File: src/rtl/frog_input_ctrl_if.sv
// Keycode/control inputs and move/select outputs shared between frog_input_ctrl and its driver.
interface frog_input_ctrl_if;
  logic [7:0] keycode;
  logic       game_active;
  logic       dead_frog;
  logic       up;
  logic       down;
  logic       left;
  logic       right;
  logic       frog_1_key;
  logic       frog_2_key;
  logic       frog_3_key;

  modport master (
    output keycode, game_active, dead_frog,
    input  up, down, left, right, frog_1_key, frog_2_key, frog_3_key
  );

  modport slave (
    input  keycode, game_active, dead_frog,
    output up, down, left, right, frog_1_key, frog_2_key, frog_3_key
  );
endinterface

File: src/rtl/frog_input_ctrl.sv
// Turns the held keycode into single-frame move strobes with hold-to-repeat,
// and latches the frog selection from the number keys.
module frog_input_ctrl #(
  parameter int unsigned HOLD_DELAY    = 12,
  parameter int unsigned REPEAT_PERIOD = 6,
  parameter int unsigned CNT_W         = 6
) (
  input  logic              frame_clk,
  input  logic              Reset,
  frog_input_ctrl_if.slave  bus
);

  typedef enum logic [1:0] {IDLE, HOLD, REPEAT} state_t;
  typedef enum logic [1:0] {DIR_UP, DIR_DOWN, DIR_LEFT, DIR_RIGHT} dir_t;

  localparam logic [CNT_W-1:0] HOLD_LAST = CNT_W'(HOLD_DELAY - 1);
  localparam logic [CNT_W-1:0] REP_LAST  = CNT_W'(REPEAT_PERIOD - 1);

  state_t           state_q, state_d;
  dir_t             dir_q, dir_d;
  logic [CNT_W-1:0] cnt_q, cnt_d;
  logic [3:0]       strobe_q, strobe_d;  // {up, down, left, right}
  logic [2:0]       sel_q, sel_d;        // {frog_1, frog_2, frog_3}

  logic             dir_vld;
  dir_t             dir_new;
  logic             sel_vld;
  logic [2:0]       sel_new;
  logic             fire;
  dir_t             fire_dir;
  logic [CNT_W-1:0] cnt_last;

  always_comb begin
    dir_vld = 1'b0;
    dir_new = DIR_UP;
    sel_vld = 1'b0;
    sel_new = '0;
    unique case (bus.keycode)
      8'h1A, 8'h52: begin dir_vld = 1'b1; dir_new = DIR_UP;    end
      8'h16, 8'h51: begin dir_vld = 1'b1; dir_new = DIR_DOWN;  end
      8'h04, 8'h50: begin dir_vld = 1'b1; dir_new = DIR_LEFT;  end
      8'h07, 8'h4F: begin dir_vld = 1'b1; dir_new = DIR_RIGHT; end
      8'h1E:        begin sel_vld = 1'b1; sel_new = 3'b100;    end
      8'h1F:        begin sel_vld = 1'b1; sel_new = 3'b010;    end
      8'h20:        begin sel_vld = 1'b1; sel_new = 3'b001;    end
      default:      ;
    endcase
  end

  assign cnt_last = (state_q == HOLD) ? HOLD_LAST : REP_LAST;

  // Death outranks the game gate, which outranks normal key handling.
  always_comb begin
    state_d  = state_q;
    dir_d    = dir_q;
    cnt_d    = cnt_q;
    sel_d    = sel_q;
    fire     = 1'b0;
    fire_dir = dir_q;
    if (bus.dead_frog) begin
      sel_d   = '0;
      state_d = IDLE;
      cnt_d   = '0;
    end else if (!bus.game_active) begin
      state_d = IDLE;
      cnt_d   = '0;
    end else begin
      if (sel_vld) sel_d = sel_new;
      unique case (state_q)
        IDLE: begin
          if (dir_vld) begin
            fire     = 1'b1;
            fire_dir = dir_new;
            dir_d    = dir_new;
            cnt_d    = '0;
            state_d  = HOLD;
          end
        end
        HOLD, REPEAT: begin
          if (!dir_vld) begin
            state_d = IDLE;
            cnt_d   = '0;
          end else if (dir_new != dir_q) begin
            fire     = 1'b1;
            fire_dir = dir_new;
            dir_d    = dir_new;
            cnt_d    = '0;
            state_d  = HOLD;
          end else if (cnt_q == cnt_last) begin
            fire    = 1'b1;
            cnt_d   = '0;
            state_d = REPEAT;
          end else begin
            cnt_d = cnt_q + CNT_W'(1);
          end
        end
        default: begin
          state_d = IDLE;
          cnt_d   = '0;
        end
      endcase
    end
  end

  always_comb begin
    strobe_d = '0;
    if (fire) begin
      unique case (fire_dir)
        DIR_UP:    strobe_d = 4'b1000;
        DIR_DOWN:  strobe_d = 4'b0100;
        DIR_LEFT:  strobe_d = 4'b0010;
        DIR_RIGHT: strobe_d = 4'b0001;
        default:   strobe_d = '0;
      endcase
    end
  end

  always_ff @(posedge frame_clk or negedge Reset) begin
    if (!Reset) begin
      state_q  <= IDLE;
      dir_q    <= DIR_UP;
      cnt_q    <= '0;
      strobe_q <= '0;
      sel_q    <= '0;
    end else begin
      state_q  <= state_d;
      dir_q    <= dir_d;
      cnt_q    <= cnt_d;
      strobe_q <= strobe_d;
      sel_q    <= sel_d;
    end
  end

  assign bus.up         = strobe_q[3];
  assign bus.down       = strobe_q[2];
  assign bus.left       = strobe_q[1];
  assign bus.right      = strobe_q[0];
  assign bus.frog_1_key = sel_q[2];
  assign bus.frog_2_key = sel_q[1];
  assign bus.frog_3_key = sel_q[0];

endmodule

File: src/flat_wrapper.sv
// flat-port wrapper written by rule: the top's interface ports become plain ports
module frog_input_ctrl_flat 
#(
  parameter int unsigned HOLD_DELAY    = 12,
  parameter int unsigned REPEAT_PERIOD = 6,
  parameter int unsigned CNT_W         = 6
)
  (frame_clk, Reset, bus_keycode, bus_game_active, bus_dead_frog, bus_up, bus_down, bus_left, bus_right, bus_frog_1_key, bus_frog_2_key, bus_frog_3_key);
  frog_input_ctrl_if bus_i ();
  input  logic frame_clk;
  input  logic Reset;
  input wire logic [$bits(bus_i.keycode)-1:0] bus_keycode;
  input wire logic [$bits(bus_i.game_active)-1:0] bus_game_active;
  input wire logic [$bits(bus_i.dead_frog)-1:0] bus_dead_frog;
  output wire logic [$bits(bus_i.up)-1:0] bus_up;
  output wire logic [$bits(bus_i.down)-1:0] bus_down;
  output wire logic [$bits(bus_i.left)-1:0] bus_left;
  output wire logic [$bits(bus_i.right)-1:0] bus_right;
  output wire logic [$bits(bus_i.frog_1_key)-1:0] bus_frog_1_key;
  output wire logic [$bits(bus_i.frog_2_key)-1:0] bus_frog_2_key;
  output wire logic [$bits(bus_i.frog_3_key)-1:0] bus_frog_3_key;
  assign bus_i.keycode = bus_keycode;
  assign bus_i.game_active = bus_game_active;
  assign bus_i.dead_frog = bus_dead_frog;
  assign bus_up = bus_i.up;
  assign bus_down = bus_i.down;
  assign bus_left = bus_i.left;
  assign bus_right = bus_i.right;
  assign bus_frog_1_key = bus_i.frog_1_key;
  assign bus_frog_2_key = bus_i.frog_2_key;
  assign bus_frog_3_key = bus_i.frog_3_key;
  frog_input_ctrl #(.HOLD_DELAY(HOLD_DELAY), .REPEAT_PERIOD(REPEAT_PERIOD), .CNT_W(CNT_W)) u_core (.frame_clk(frame_clk), .Reset(Reset), .bus(bus_i));
endmodule
File: config.mk
export PLATFORM = sky130hd
export DESIGN_NAME = frog_input_ctrl_flat
export DESIGN_NICKNAME = d
export VERILOG_FILES = /design/src/rtl/frog_input_ctrl_if.sv /design/src/rtl/frog_input_ctrl.sv /design/src/flat_wrapper.sv
export SDC_FILE = /design/constraint.sdc
export NUM_CORES = 1
export LEC_CHECK = 0
export CAP_MARGIN = 20
export CORE_MARGIN = 8
export CORE_UTILIZATION = 50
export CTS_CLUSTER_DIAMETER = 30
export CTS_CLUSTER_SIZE = 14
export DETAILED_ROUTE_END_ITERATION = 7
export GPL_TIMING_DRIVEN = 0
export PLACE_DENSITY = 0.78
export SKIP_CTS_REPAIR_TIMING = 1
export SYNTH_ARGS = -nofsm -noshare
export SYNTH_HDL_FRONTEND = slang
export SYNTH_SLANG_ARGS = --single-unit
File: constraint.sdc
create_clock -name frame_clk -period 2.3 [get_ports frame_clk]
set_input_delay 0.23 -clock frame_clk [delete_from_list [all_inputs] [get_ports frame_clk]]
set_output_delay 0.23 -clock frame_clk [all_outputs]
set_load 0.1 [all_outputs]
==> results.toml <==
[run_status]
status = "complete, no violations"

[setup_path]
path_cells = "dlymetal6s2s_1, or4_4, nor4_4, buf_4, o31a_2, o221ai_2, or4_4, o21ai_2"
worst_path_max_delay_cell = "or4_4"
cp_top_family = "simple AND/OR/NAND/NOR gates"
crit_fanout = 6
cp-end-kind = "flop"
cpMostUsedCell = "or4_4"
slowest_delay_ns = 0.56
cp.required_ns = 2.54
cp.arrival_ns = 2.38
worst-path-buf-inv = 2
start_kind = "input port"
critPathKind = "input port to flop"

[clock_network]
cts_tree = "built"
clk_pin_slew_ns = 0.10
clkLatencyLatePin_ns = 0.31
clockBufferDepth = 2
cts_root_buf = "clkbuf_4"
h-tree-depth = 1
numCtsBuffers = 3
cts_sinks = 17

[drt]
highest_layer = "met4"
dr_wl_met2_microns = 1530
num_vias = 1101
antenna_left = 0
drtIter0Drc = 39
wire_per_inst_microns = 16.9
first_pass_iters = 4
wl_microns = 2980
met3RoutedLength_microns = 150
via_per_inst = 6.22
m1WireLength_microns = 1210
drc = 0

[timing]
final.setup.tns_ns = 0
setup_viol = 0
rsz0062_at_grt = "false"
finalHoldViolCount = 0
drv_slew = 0
fin_skew_ns = 0.00485
worst_pin_slew_ns = 0.977
period_share_pct = 93.0
maxSlewHeadroom_pct = 34.6
period_minus_slack_ns = 2.14
fmax_mhz = 467
whs_ns = 0.262

[logic_synthesis]
yosysTopAreaCellShare_pct = 34.7
syn_area_sq_mm = 0.00123
ys_ff_latch = 17
synth_cells = 123
synth_nets = 139
synth_edf_count = 0
synth_cell_types = 52
synth_top_flop_cell = "dfrtp_1"
syn_avg_cell_area_sq_um = 9.97
ys_top_cells_by_area = "dfrtp_1 (35%), ha_1 (4.1%), nor2_1 (4.0%)"
yosys_warnings = 0
async_reset_ff_share_pct = 100
yosysSeqAreaShare_pct = 34.7
yosys.area.top_type = "dfrtp_1"

[global_routing]
grt.overflow.total = 0
grt_pass1_vias = 1136
grt_usage_pct = 14.9
antenna_found_initial = 0
grt_pass1_wl_microns = 5150
grt_start_max_net_pins = 18

[finish]
drive_above_1_share_pct = 23.1
diodes = 0
area_delta_synth_final_pct = 26.9
nets = 164
final_cell_mix = "dfrtp_1 (17), nor2_1 (13), clkdlybuf4s50_1 (10), nand2_1 (7), dlymetal6s2s_1 (7)"
mostFrequentLayoutCell = "dfrtp_1"
fillers = 192
fin_area_sq_mm = 0.00156

[placement]
dpl.hpwl_microns = 2160
place_congestion = 0.816
io_buffers = 17
place_area_sq_mm = 0.00143

[die]
die_area_sq_mm = 0.00429
row_count = 18
initial_core_util_pct = 50.9
chipHeight_microns = 65.5
core_sq_mm = 0.00241
boundaryPins = 19
die_w_microns = 65.5

[power]
max-vdd-ir-drop_mv = 0.395
cellPowerDensity_mw_per_mm2 = 397
p_leak_nw = 0.657
power_mw = 0.619

[min_path]
min_path_type = "input port to flop"

[job]
cap_violations = 0
## Yosys cell counts, types with 2 or more instances
cell      instances
nor3_2            2
a21oi_1           4
nor4_2            2
buf_6             2
and4b_1           2
nor4_1            6
o31a_1            2
nor4b_1           3
nand2_1           7
a32oi_1           2
nand4_1           2
nor2_1           13
a41oi_1           3
nand3_1           3
and3_1            2
mux2i_1           2
ha_1              4
or4_4             2
dfrtp_1          17
xnor2_1           3
nor3_1            3
inv_1             4
nand2b_1          4
## worst register-to-register path: cells and delay by family, from the launching register on
kind	cells	cell delay (ns)
AND/OR/NAND/NOR	3	0.98
AO/OA/AOI/OAI	3	0.38
flip-flops	1	0.36
adder cells (fa/ha/maj)	1	0.20
buffers and inverters	1	0.08
## metrics by stage
| stage | std cells | utilization (%) | setup slack [ns] |
|---|---|---|---|
| global placement | 170 | 59.5 | -0.431 |
| global route | 177 | 64.6 | 0.0623 |
| detailed placement | 170 | 59.5 | -0.467 |
| finish | 177 | 64.6 | 0.160 |
| CTS | 174 | 60.6 | -0.176 |
| floorplan | 123 | - | 0.161 |
## sequential cells by signal, summed over array words and instances, names as in the netlist
register and cells:
u_core.cnt_q 6, u_core.strobe_q 4, u_core.sel_q 3, u_core.dir_q 2, u_core.state_q 2
## final timing paths
kind	to	cells after the start	slack (ns)	startpoint
max in group asynchronous	u_core.state_q[0]	1	1.46	Reset
min reg2reg	u_core.sel_q[2]	2	0.53	u_core.sel_q[2]
max reg2reg	u_core.state_q[1]	8	0.24	u_core.state_q[1]
min	u_core.sel_q[1]	3	0.26	bus_keycode[0]
min in group asynchronous	u_core.cnt_q[5]	1	0.36	Reset
max	u_core.state_q[1]	8	0.16	bus_keycode[1]
## report_power, final
part	switching (mW)	leakage, nW	total (mW)	internal, mW
Sequential	0.00861	0.236	0.314	0.305
Clock	0.102	0.0150	0.170	0.0679
Combinational	0.0800	0.406	0.134	0.0543
## routing by layer
metal	vias to the layer above	track usage, %
met5	-	0
met4	0	8.72
met3	9	3.57
met2	32	25.6
met1	527	16.4
li1	533	-
## logic make-up after synthesis
| group | Yosys count | synth area share (%) |
|---|---|---|
| buf+inv | 8 | 3.67 |
| xor+xnor | 4 | 2.86 |
| mux | 2 | 1.63 |
| flops | 17 | 34.7 |
| compound gates | 26 | 17.9 |
| simple gates | 62 | 35.2 |
| fa+ha+maj | 4 | 4.08 |
## cell type report
class / count / area (sq um) / share of cell area [%]
repair buffers: 20 / 210 / 13.5
flip-flops and latches: 17 / 425 / 27.3
inverters: 5 / 18.8 / 1.21
multi-input cells: 98 / 812 / 52.2
clock buffers: 4 / 26.3 / 1.69
well taps: 30 / 37.5 / 2.41
plain buffers: 3 / 26.3 / 1.69
(Power assumes the default switching activity.)
